--- src/rtl/turn_sequencer.sv ---
// turn_sequencer: game-flow controller for Keyboard Battleship.
// Sequences ship placement for both players, alternates firing turns,
// counts hits, forfeits idle turns and latches the winner.
module turn_sequencer #(
  parameter int unsigned TIMEOUT_CYCLES = 32'd1_000_000_000,
  parameter int unsigned HITS_TO_WIN    = 17
) (
  input  logic       clk,
  input  logic       reset,
  input  logic       start,
  input  logic       p1_ready,
  input  logic       p2_ready,
  input  logic       fire,
  input  logic       hit,
  output logic [2:0] state,
  output logic [4:0] p1_hits,
  output logic [4:0] p2_hits,
  output logic       turn_timeout,
  output logic       game_over
);

  typedef enum logic [2:0] {
    IDLE     = 3'd0,
    P1_PLACE = 3'd1,
    P2_PLACE = 3'd2,
    P1_TURN  = 3'd3,
    P2_TURN  = 3'd4,
    P1_WIN   = 3'd5,
    P2_WIN   = 3'd6,
    UNUSED   = 3'd7
  } state_t;

  localparam logic [31:0] TO_LAST  = 32'(TIMEOUT_CYCLES - 1);
  localparam logic [4:0]  WIN_LAST = 5'(HITS_TO_WIN - 1);

  state_t      state_q, state_d;
  logic [4:0]  p1_d, p2_d;
  logic [31:0] idle_q, idle_d;
  logic        go_d;
  logic        in_turn;
  logic        timeout_hit;

  assign state = state_q;

  // Next-state, hit counters, idle counter and forfeit detection.
  always_comb begin
    state_d     = state_q;
    p1_d        = p1_hits;
    p2_d        = p2_hits;
    in_turn     = (state_q == P1_TURN) || (state_q == P2_TURN);
    // A resolved shot in the last idle cycle takes priority over forfeit.
    timeout_hit = in_turn && !fire && (idle_q == TO_LAST);

    case (state_q)
      IDLE: begin
        if (start) begin
          state_d = P1_PLACE;
          p1_d    = '0;
          p2_d    = '0;
        end
      end
      P1_PLACE: begin
        if (p1_ready) state_d = P2_PLACE;
      end
      P2_PLACE: begin
        if (p2_ready) state_d = P1_TURN;
      end
      P1_TURN: begin
        if (fire) begin
          if (hit) p1_d = p1_hits + 5'd1;
          if (hit && (p1_hits == WIN_LAST)) state_d = P1_WIN;
          else                              state_d = P2_TURN;
        end else if (timeout_hit) begin
          state_d = P2_TURN;
        end
      end
      P2_TURN: begin
        if (fire) begin
          if (hit) p2_d = p2_hits + 5'd1;
          if (hit && (p2_hits == WIN_LAST)) state_d = P2_WIN;
          else                              state_d = P1_TURN;
        end else if (timeout_hit) begin
          state_d = P1_TURN;
        end
      end
      P1_WIN, P2_WIN: begin
        if (start) begin
          state_d = P1_PLACE;
          p1_d    = '0;
          p2_d    = '0;
        end
      end
      default: state_d = IDLE;
    endcase

    // Counter restarts on any turn entry and stays at zero outside turns.
    if (((state_d == P1_TURN) || (state_d == P2_TURN)) && (state_d == state_q))
      idle_d = idle_q + 32'd1;
    else
      idle_d = '0;

    go_d = (state_d == P1_WIN) || (state_d == P2_WIN);

    // Forfeit pulse is qualified by the same-cycle fire, so it is decoded
    // from registered state rather than registered itself.
    turn_timeout = timeout_hit;
  end

  // State and counter registers with synchronous active-low reset.
  always_ff @(posedge clk) begin
    if (!reset) begin
      state_q   <= IDLE;
      p1_hits   <= '0;
      p2_hits   <= '0;
      idle_q    <= '0;
      game_over <= 1'b0;
    end else begin
      state_q   <= state_d;
      p1_hits   <= p1_d;
      p2_hits   <= p2_d;
      idle_q    <= idle_d;
      game_over <= go_d;
    end
  end

endmodule

--- config.mk ---
export PLATFORM = sky130hd
export DESIGN_NAME = turn_sequencer
export DESIGN_NICKNAME = d
export VERILOG_FILES = /design/src/rtl/turn_sequencer.sv
export SDC_FILE = /design/constraint.sdc
export NUM_CORES = 1
export LEC_CHECK = 0
export BUFFER_PORTS_ARGS = -buffer_cell sky130_fd_sc_hd__buf_2
export CORE_UTILIZATION = 46
export CTS_BUF_LIST = sky130_fd_sc_hd__clkbuf_8
export DETAILED_ROUTE_END_ITERATION = 10
export HOLD_SLACK_MARGIN = 0.03
export MAX_ROUTING_LAYER = met4
export PLACE_DENSITY_LB_ADDON = 0.05
export SLEW_MARGIN = 0
export SYNTH_ARGS = -nofsm -noshare
export SYNTH_HDL_FRONTEND = slang
export SYNTH_SLANG_ARGS = --single-unit
--- constraint.sdc ---
create_clock -name clk -period 5.8 [get_ports clk]
set_input_delay 0.29 -clock clk [delete_from_list [all_inputs] [get_ports clk]]
set_output_delay 0.29 -clock clk [all_outputs]
set_load 0.03 [all_outputs]
After elaboration in Yosys (flattened, before gate mapping)
Index checks and enable logic that the tools add are counted.
{"block": "word_totals", "in_bits": 7, "reg_bits": 46}
{"block": "classes", "n_addsub": 3, "n_mux": 17, "eq_ne": 19, "n_reduce_logical": 16}
{"cell": "$add 32x1->32 const B", "n": 1}
{"cell": "$eq 32x30->1 const B", "n": 1}
{"cell": "$mux 5", "n": 5}
{"cell": "$mux 3", "n": 8}
{"cell": "$pmux 5 s2", "n": 2}
{"cell": "$eq 3x3->1 const B", "n": 6}
{"cell": "$pmux 3 s5", "n": 1}
{"cell": "$add 5x1->5 const B", "n": 2}
{"cell": "$eq 5x5->1 const B", "n": 2}
{"cell": "$eq 3x2->1 const B", "n": 3}
{"cell": "$ne 2x2->1 const B", "n": 4}
{"cell": "$reduce_and 4->1", "n": 2}
{"cell": "$logic_and 1x1->1", "n": 5}
{"cell": "$reduce_bool 2->1", "n": 2}
{"cell": "$eq 3x1->1 const B", "n": 1}
{"cell": "$eq 3x3->1", "n": 1}
{"cell": "$logic_not 3->1", "n": 1}
{"cell": "$logic_or 1x1->1", "n": 3}
{"cell": "$reduce_or 3->1", "n": 1}
{"cell": "$ne 2x1->1 const B", "n": 1}
{"cell": "$reduce_and 2->1", "n": 1}
{"cell": "$logic_not 1->1", "n": 1}
{"cell": "$mux 1", "n": 1}

Logic depth before layout (Yosys ltp)
{"block": "logic_depth", "depth_word": 11, "depth_mapped": 9, "depth_no_buf": 8}

Worst setup path before layout
Ideal clock, no wire load.
{"block": "synth_timing", "path_type": "register to register", "startpoint": "register state_q[1], in the netlist state[1]", "endpoint": "register idle_q[10]", "setup_ps": 115, "t_arrival_ps": 2304, "synth_period_minus_slack_ps": 2419, "setup_slack_ps": 3381, "path_buffers": 2, "required_ps": 5685, "path_stages_with_launch": 9, "cell_sequence": "dfxtp_1 > and3b_1 > buf_2 > nor2_1 > o41a_1 > a211o_1 > o2111ai_4 > buf_6 > nor2_2"}
{"block": "synth_between", "elab_chain_cells": 11}
{"element": "from (decl)", "line": "36", "text": "state_t state_q, state_d;"}
{"element": "from (signal assigned)", "line": "118", "text": "state_q <= state_d;"}
{"element": "$eq 3x2->1 / $eq 3x3->1 (equally long branches)", "line": "50, 54"}
{"element": "$logic_or 1x1->1", "line": "50", "text": "in_turn = (state_q == P1_TURN) || (state_q == P2_TURN);"}
{"element": "$logic_and 1x1->1 (2 in series)", "line": "52", "text": "timeout_hit = in_turn && !fire && (idle_q == TO_LAST);"}
{"element": "$mux 3 (on tied branches)", "line": "82, 73"}
{"element": "$mux 3 (on tied branches)", "line": "78, 69"}
{"element": "$pmux 3 s5", "line": "54", "text": "case (state_q)"}
{"element": "$eq 3x2->1 / $eq 3x3->1 (equally long branches)", "line": "97", "text": "if (((state_d == P1_TURN) || (state_d == P2_TURN)) && (state_d == state_q))"}
{"element": "$logic_or 1x1->1", "line": "97"}
{"element": "$logic_and 1x1->1 *", "line": "97"}
{"element": "$reduce_and 2->1 (no line) *"}
{"element": "to (signal assigned)", "line": "121", "text": "idle_q <= idle_d;"}
{"element": "to (decl)", "line": "38", "text": "logic [31:0] idle_q, idle_d;"}
Mark *: on every way between the ends. The rest lies on a longest branch, timed or not.
A chain may end at the register's enable or synchronous reset.

Worst setup path in the final report
{"block": "layout_timing", "startpoint": "register state_q[1], in the netlist state[1]", "endpoint": "register idle_q[15]"}
The elaborated chain is that of the path after synthesis.

==> reports/qor.yml <==
placed_design:
  post-place-ws_ns: 2.88
  postPlaceCellArea_um2: 2790
  io_buffers: 21
  dpl.hpwl_mm: 3.90
  place_congestion: 0.798
routing:
  antenna_left: 0
  drtIter0Drc: 59
  num_vias: 2088
  drc: 0
  routed_wl_mm: 5.32
  route.detailed.wl_per_inst_um: 13.7
  vias_per_cell: 5.37
  first_pass_iters: 4
global_routing:
  grt_pass1_wl_mm: 9.14
  first_global_vias: 1948
  grt_overflow_total: 0
  track_usage_pct: 19.5
  grt_max_degree: 33
  antenna_found_initial: 0
power_and_ir_drop:
  p_sw_mw: 0.197
  seq_power_share_pct: 51.3
  combPwrFrac_pct: 16.3
  swShare_pct: 30.1
  pwr-share-clk_pct: 32.4
  fin_total_pwr_mw: 0.654
  vdd_drop_max_mv: 0.135
  powerDensity_nw_per_um2: 227
  leakage_nw: 1.02
  p_int_mw: 0.457
setup_path:
  cp-start-kind: "register"
  worstPathRequired_ns: 5.97
  path_class: "register to register"
  path_max_fanout: 32
  worstSetupEndpointType: "register"
  cp.arrival_ns: 3.14
clocking:
  clk_pin_slew_ns: 0.09
  cts_tree: "done"
  clk_root_buffer_cell: "clkbuf_8"
  cts_hold_repair.buffers: 0
  clkSinkCount: 46
  cts_buffers: 5
  insertion_delay_ns: 0.30
  h-tree-depth: 2
  cts_buffer_depth: 2
  postCtsResizedCells: 0
  cts_setup_buffers: 0
logic_synthesis:
  syn_inst: 298
  synth.yosys.seq_area_share_pct: 34.2
  yosysMostFrequentCell: "dfxtp_1"
  ys_ff_latch: 46
  synth_top_area_share_pct: 34.2
  synth_edf_count: 0
  synth_top_area_cell: "dfxtp_1"
  synth_area_leaders: "dfxtp_1, xor2_1, nor2_2"
  syn_nets: 310
  ys.flop_type: "dfxtp_1"
  syn-mean-instance-area_um2: 9.03
  ys_types: 64
  syn-cell-area_um2: 2690
  yosysWarnings: 0
  synth_commonest_cells: "dfxtp_1, nor2_2, nand2_1"
  async_flop_share_pct: 0
timing:
  finalClockSkew_ns: 0.00633
  layout_setup_ws_ns: 2.83
  hold_viol_final: 0
  slew_viol_final: 0
  setup_viol: 0
  whs_ns: 0.327
  relSlewSlack_pct: 63.7
  min_period_ns: 2.97
  rsz0062_at_grt: "false"
  worstMarginPinSlew_ns: 0.543
  fin_crit_sh_pct: 51.2
  fmax_mhz: 337
  setup_tns_ns: 0
layout:
  area_growth_pct: 7.25
  multiInputGateArea_um2: 1630
  drive_gt1_share_pct: 24.9
  register_area_um2: 921
  final_cell_area_um2: 2890
  fillers: 565
  nets: 328
  antenna_cells: 0
floorplan:
  fp.dieH_um: 78.5
  design.core.area_um2: 5570
  die_width_um: 78.5
  rows: 27
  start_util_pct: 48.3
  io_pins: 22
  dieArea_um2: 6160
run_status:
  status: "completed"
run:
  drv_cap: 0
hold_path:
  hold_class: "input pin to register"
final cells by class:
cell class,count,area share (%)
clock buffers,6,2.86
clock inverters,2,0.433
inverters,9,1.17
multi-input cells,232,56.6
flip-flops and latches,46,31.9
well taps,72,3.12
repair buffers,22,3.90
state kept, by name, indices dropped and copies added, names as in the netlist:
register,flops
idle_q,32
p1_hits,5
p2_hits,5
state,3
game_over,1
path summary, 6_finish.rpt:
path / start / end / slack (ns) / depth (start not counted)
setup / recovery: state[1] / idle_q[15] / 2.83 / 7
hold / removal: reset / state[1] / 0.33 / 3
hold reg to reg: idle_q[0] / idle_q[0] / 0.45 / 1
setup reg to reg: state[1] / idle_q[15] / 2.83 / 7
metal layers:
layer | part of all wire, % | vias to the layer above | wire length (µm) | global-route usage, %
met2 | 46 | 29 | 2440 | 31.7
met5 | 0 | - | 0 | -
met4 | 1.2 | 0 | 65 | 6.85
met1 | 50 | 969 | 2660 | 24.1
met3 | 2.8 | 4 | 150 | 3.84
li1 | - | 1086 | - | -
worst max-delay path, cell delays in order (launching register included):
cell and delay [ns]:
dfxtp_1 0.67, and3b_1 0.40, nor2_1 0.13, o41a_1 0.50
a211o_1 0.35, o2111ai_4 0.19, buf_4 0.46, nor2_1 0.10
logic make-up after synthesis:
group	Yosys count	share of synthesized area, %
multiplexers	2	0.837
buffers and inverters	20	5.07
adder cells (fa/ha/maj)	5	2.32
AND/OR/NAND/NOR	153	35.0
flip-flops	46	34.2
AO/OA/AOI/OAI	32	9.53
XOR/XNOR	40	13.0
power by group through the flow:
stage,Sequential (mW),Combinational (mW),Clock (mW)
global route,0.338,0.120,0.230
global placement,0.344,0.108,0
CTS,0.336,0.109,0.217
finish,0.336,0.106,0.212
floorplan,0.348,0.0882,0
detailed placement,0.344,0.108,0
cell usage in the layout (no fill, tap or decap), drive strengths merged, types with 3 or more instances in the layout:
cell type	instances
nand4	9
nor4b	4
nand3	16
nand2	24
and3	12
nor3	7
inv	8
ha	5
xor2	23
nor3b	3
nor2	52
clkbuf	6
buf	22
a21oi	6
xnor2	17
nor4	3
and4	7
dfxtp	46
metrics by stage:
stage	cells	utilization (%)
after floorplan	298	-
after global placement	381	50.1
after detailed placement	381	50.1
after CTS	389	51.8
after global routing	389	51.8
final	389	51.8
Note: power is estimated with default switching activity, not from simulation.
